**src/rtl/uart_tx_fifo.sv**
```systemverilog
// Transmit byte FIFO between a bursty producer and the UART serialiser.
// First-word-fall-through read port, fill-level status and a sticky overflow flag.
module uart_tx_fifo #(
  parameter int DATA_W    = 8,
  parameter int DEPTH     = 16,
  parameter int ADDR_W    = 4,
  parameter int AFULL_LVL = 12
) (
  input  logic              clk,
  input  logic              rst_n,
  input  logic              wr_en,
  input  logic [DATA_W-1:0] wr_data,
  output logic              full,
  output logic              almost_full,
  output logic              rd_valid,
  output logic [DATA_W-1:0] rd_data,
  input  logic              rd_ready,
  output logic [ADDR_W:0]   count,
  output logic              empty,
  output logic              ovf,
  input  logic              ovf_clr
);

  localparam logic [ADDR_W:0]   FULL_CNT  = (ADDR_W+1)'(DEPTH);
  localparam logic [ADDR_W:0]   AFULL_CNT = (ADDR_W+1)'(AFULL_LVL);
  localparam logic [ADDR_W:0]   CNT_ONE   = (ADDR_W+1)'(1);
  localparam logic [ADDR_W-1:0] PTR_ONE   = ADDR_W'(1);

  logic [DATA_W-1:0] r_mem [DEPTH];
  logic [ADDR_W-1:0] r_wr_ptr;
  logic [ADDR_W-1:0] r_rd_ptr;
  logic [ADDR_W:0]   r_count;
  logic              r_ovf;

  logic w_push;
  logic w_pop;
  logic w_drop;

  // Status is decoded only from the registered count, so it never glitches mid-cycle.
  assign full        = (r_count == FULL_CNT);
  assign almost_full = (r_count >= AFULL_CNT);
  assign empty       = (r_count == '0);
  assign rd_valid    = ~empty;
  assign rd_data     = rd_valid ? r_mem[r_rd_ptr] : '0;
  assign count       = r_count;
  assign ovf         = r_ovf;

  // A full FIFO still accepts a write when the head leaves in the same cycle.
  assign w_pop  = rd_valid & rd_ready;
  assign w_push = wr_en & (~full | w_pop);
  assign w_drop = wr_en & ~w_push;

  // NOTE: the storage array has no reset; rd_data is gated by rd_valid, so stale
  // contents are never visible, and leaving it unreset keeps it a plain register file.
  always_ff @(posedge clk) begin
    if (w_push) begin
      r_mem[r_wr_ptr] <= wr_data;
    end
  end

  // NOTE: sequential state uses non-blocking assignments so every register samples
  // the pre-edge values of the others, independent of statement order.
  always_ff @(posedge clk or negedge rst_n) begin
    if (!rst_n) begin
      r_wr_ptr <= '0;
      r_rd_ptr <= '0;
      r_count  <= '0;
      r_ovf    <= 1'b0;
    end else begin
      if (w_push) begin
        r_wr_ptr <= r_wr_ptr + PTR_ONE;
      end
      if (w_pop) begin
        r_rd_ptr <= r_rd_ptr + PTR_ONE;
      end
      unique case ({w_push, w_pop})
        2'b10:   r_count <= r_count + CNT_ONE;
        2'b01:   r_count <= r_count - CNT_ONE;
        default: r_count <= r_count;
      endcase
      // A drop in the same cycle as a clear keeps the flag set.
      if (w_drop) begin
        r_ovf <= 1'b1;
      end else if (ovf_clr) begin
        r_ovf <= 1'b0;
      end
    end
  end

endmodule

```
**config.mk**
```make
export PLATFORM = sky130hd
export DESIGN_NAME = uart_tx_fifo
export DESIGN_NICKNAME = d
export VERILOG_FILES = /design/src/rtl/uart_tx_fifo.sv
export SDC_FILE = /design/constraint.sdc
export NUM_CORES = 1
export LEC_CHECK = 0
export CORE_MARGIN = 4
export CORE_UTILIZATION = 58
export CTS_BUF_LIST = sky130_fd_sc_hd__clkbuf_8
export DETAILED_ROUTE_END_ITERATION = 8
export GPL_ROUTABILITY_DRIVEN = 0
export PLACE_DENSITY = 0.79
export SLEW_MARGIN = 10
export SYNTH_ARGS = -nofsm -noshare
export SYNTH_HDL_FRONTEND = slang
export SYNTH_SLANG_ARGS = --single-unit
```
**constraint.sdc**
```tcl
create_clock -name clk -period 4.1 [get_ports clk]
set_input_delay 0.41 -clock clk [delete_from_list [all_inputs] [get_ports clk]]
set_output_delay 0.41 -clock clk [all_outputs]
set_load 0.05 [all_outputs]
```
==> key figures <==
Run status
  • Run status: complete, no violations

Cells and area
  • Finished layout cell area: between 0.006 and 0.007 sq mm
  • Most common cell after layout, fill and taps aside: sky130_fd_sc_hd__edfxtp_1
  • Final cell utilization of the core: 68.0%
  • Post-Layout Cell Count: between 400 and 500
  • Total Nets Final: 369
  • Most used cells in the layout excluding fill and tap cells: sky130_fd_sc_hd__edfxtp_1, sky130_fd_sc_hd__clkdlybuf4s50_1, sky130_fd_sc_hd__mux4_2
  • Diode count: 0
  • Growth of design area from synthesis to finish: 12.8%
  • Fraction of final layout cells sized beyond drive strength 1: between 20% and 30%

GRT
  • Number of global-route vias before repair: 3,060
  • Sum of overflow across all layers after global routing: 0
  • Wire length of the first global-routing pass: ~17,000 um
  • Number of antenna violations at the first check in global routing: 0
  • All-layer global routing usage: between 20 and 25%
  • Largest net degree at the start of global routing: 36

Clock tree
  • Buffers inserted by post-CTS timing repair: 0
  • TritonCTS clock tree: built
  • CTS Hold Buffers Added: 0
  • Clock insertion delay at the later pin of the skew report: approximately 440 ps
  • Number of CTS-inserted buffers: 17
  • Count of H-tree levels built during CTS: 4
  • Clock-pin slew on the worst setup and hold paths: around 90 ps
  • Clock tree root buffer cell: sky130_fd_sc_hd__clkbuf_8
  • Number of instances resized during post-cts repair: 0
  • Clock Sink Count: roughly 140
  • Clock buffer depth: 2

Synthesis
  • Share of synthesized flip-flops with an asynchronous set or reset: 9.86%
  • Flop and latch count out of synthesis: approximately 140
  • Post-Synthesis Net Count: ~330
  • Number of warnings reported in the yosys synthesis log: 0
  • Mapped cell area: about 0.0059 sq mm
  • Share of synthesized area occupied by flip-flops and latches: 70.6%
  • Mean instance size in the synthesized netlist: between 15 and 20 sq um
  • Number of enable-type register cells in the synthesized netlist: between 100 and 150
  • Number of instances in the synthesized netlist: between 300 and 400
  • Netlist cell types: 39
  • Most used DFF post-synth: sky130_fd_sc_hd__edfxtp_1

Timing
  • Hold Worst Slack: 365 ps
  • Final Setup Violations: 0
  • Transition time of the tightest slew-check pin: roughly 970 ps
  • Unrepaired setup endpoints after global routing: no
  • Final total negative setup slack: 0 ps
  • Max Clock Skew: between 9 and 10 ps
  • Fmax: around 280 MHz
  • Hold Fails Final Rpt: 0
  • Relative slew slack: about a third
  • Final worst setup slack: 569 ps
  • Min Clock Period, post-route: 3530 ps
  • Final Slew Violations: 0
  • Final period utilization: around 86%

Placement
  • Cell total after placement: around 460
  • Detailed placement HPWL: around 7000 um
  • Post-place setup slack: between 1000 and 1500 ps
  • Number of port buffers: 30
  • Area of placed instances: ~0.0063 sq mm

Die
  • Die area: around 0.012 sq mm
  • Height of the die: around 110 um
  • Effective utilization at floorplan: 60.3%
  • # IOs: 31
  • Core area: just under 0.01 sq mm
  • Die outline width: between 100 and 150 um
  • Row count: 36

Pwr
  • Leakage Power: roughly 2.3 nW
  • Max IR drop VDD: just over 0.0003 V
  • Post-layout power: slightly below 5 mW
  • Power density normalized to cell area: 733 mW/mm^2

Routing
  • DRT Pass-1 Iters: 5
  • Final routed DRC violation total: 0
  • Ratio of routed vias to standard cells: a little under 6
  • Via Count: between 2,000 and 3,000
  • Drt initial violations: about 200
  • Detailed-route wire length: roughly 11,000 um
  • Drt wl/cell: between 20 and 25 um
  • Antenna Nets Post-Route: 0

Critical path
  • Crit path required time: around 3700 ps
  • Worst-case register-to-register setup slack: 1220 ps
  • Startpoint type of the worst setup path: register
  • R2R Path Start: count[1]
  • Setup crit end kind: primary output
  • CP max FO: 35
  • R2R cell count: 9
  • Critical path class: reg -> out
  • Worst R2R End: count[4]
  • Arrival time at the worst endpoint: about 3100 ps

Hold path
  • Min-delay worst type: in -> async

Job
  • Number of max-capacitance violations reported: 0
per-layer routing:
metal  vias to the layer above  global-route usage (%)  wire, um
li1                       1321                       -         -
met1                      1514                    27.6      4490
met2                        80                    31.6      5790
met3                        13                    6.45       618
met4                         0                    6.77       126
met5                         -                       0         0
worst max-delay path: stages (launching register included):
cell and delay [ps]:
sky130_fd_sc_hd__dfrtp_1 330, sky130_fd_sc_hd__buf_4 450, sky130_fd_sc_hd__mux4_1 640, sky130_fd_sc_hd__mux2_2 270, sky130_fd_sc_hd__o21ai_0 170, sky130_fd_sc_hd__a21oi_1 70
sky130_fd_sc_hd__clkdlybuf4s50_1 730
cells in the mapped netlist (2+ instances only):
library cell	count	area (sq um)
sky130_fd_sc_hd__nand2b_1	3	18.8
sky130_fd_sc_hd__mux4_2	23	518
sky130_fd_sc_hd__clkbuf_1	2	7.51
sky130_fd_sc_hd__dfrtp_1	14	350
sky130_fd_sc_hd__edfxtp_1	128	3840
sky130_fd_sc_hd__a21oi_1	10	50.1
sky130_fd_sc_hd__o21ai_0	5	25.0
sky130_fd_sc_hd__buf_6	3	33.8
sky130_fd_sc_hd__nor2_1	9	33.8
sky130_fd_sc_hd__and3_1	8	50.1
sky130_fd_sc_hd__o21ai_1	5	25.0
sky130_fd_sc_hd__buf_12	2	40.0
sky130_fd_sc_hd__buf_4	3	22.5
sky130_fd_sc_hd__mux2i_1	10	100
sky130_fd_sc_hd__buf_2	3	15.0
sky130_fd_sc_hd__mux4_1	9	236
sky130_fd_sc_hd__mux2_4	2	30.0
sky130_fd_sc_hd__xnor2_1	8	70.1
sky130_fd_sc_hd__inv_1	12	45.0
sky130_fd_sc_hd__nor4_1	4	25.0
sky130_fd_sc_hd__ha_1	8	100
sky130_fd_sc_hd__mux2_2	9	101
sky130_fd_sc_hd__a21o_1	2	15.0
sky130_fd_sc_hd__nand3_1	5	25.0
sky130_fd_sc_hd__o211ai_1	2	15.0
sky130_fd_sc_hd__clkbuf_4	2	15.0
sky130_fd_sc_hd__nand2_1	3	11.3
layout make-up:
class | instances | area [sq um]
Clock buffer | 17 | 234
Clock inverter | 15 | 144
Fill cell | 615 | 3160
Inverter | 12 | 45.0
Multi-Input combinational cell | 137 | 1570
Sequential cell | 142 | 4190
Tap cell | 133 | 166
Timing Repair Buffer | 37 | 353
cell families after synthesis:
logic type | after synthesis | synth area share, %
buf+inv | 27 | 3.01
compound gates | 30 | 3.20
simple gates | 36 | 3.30
mux | 53 | 16.6
flops | 142 | 70.6
xor+xnor | 9 | 1.33
fa+ha+maj | 9 | 2.02
how the worst max path moves through the flow:
stage / cells after the start / start / to / slack [ps]
2_1_floorplan: 10 / count[1] / count[4] / 1380
3_3_place_gp: 6 / r_rd_ptr[1] / rd_data[2] / 1060
3_5_place_dp: 6 / r_rd_ptr[1] / rd_data[2] / 1030
4_1_cts: 6 / r_rd_ptr[1] / rd_data[3] / 530
5_1_grt: 6 / r_rd_ptr[1] / rd_data[3] / 390
6_report: 6 / r_rd_ptr[1] / rd_data[3] / 570
registers in the layout, summed over array words and instances, names as in the netlist:
| name | count |
|---|---|
| count | 5 |
| r_mem | 128 |
| r_wr_ptr | 4 |
| r_rd_ptr | 4 |
| ovf | 1 |
power by group:
group / total, mW / internal, mW / switching [mW]
Clock: 1.04 / 0.451 / 0.593
Combinational: 1.94 / 0.815 / 1.12
Sequential: 1.93 / 1.77 / 0.160
(Power assumes the default switching activity.)
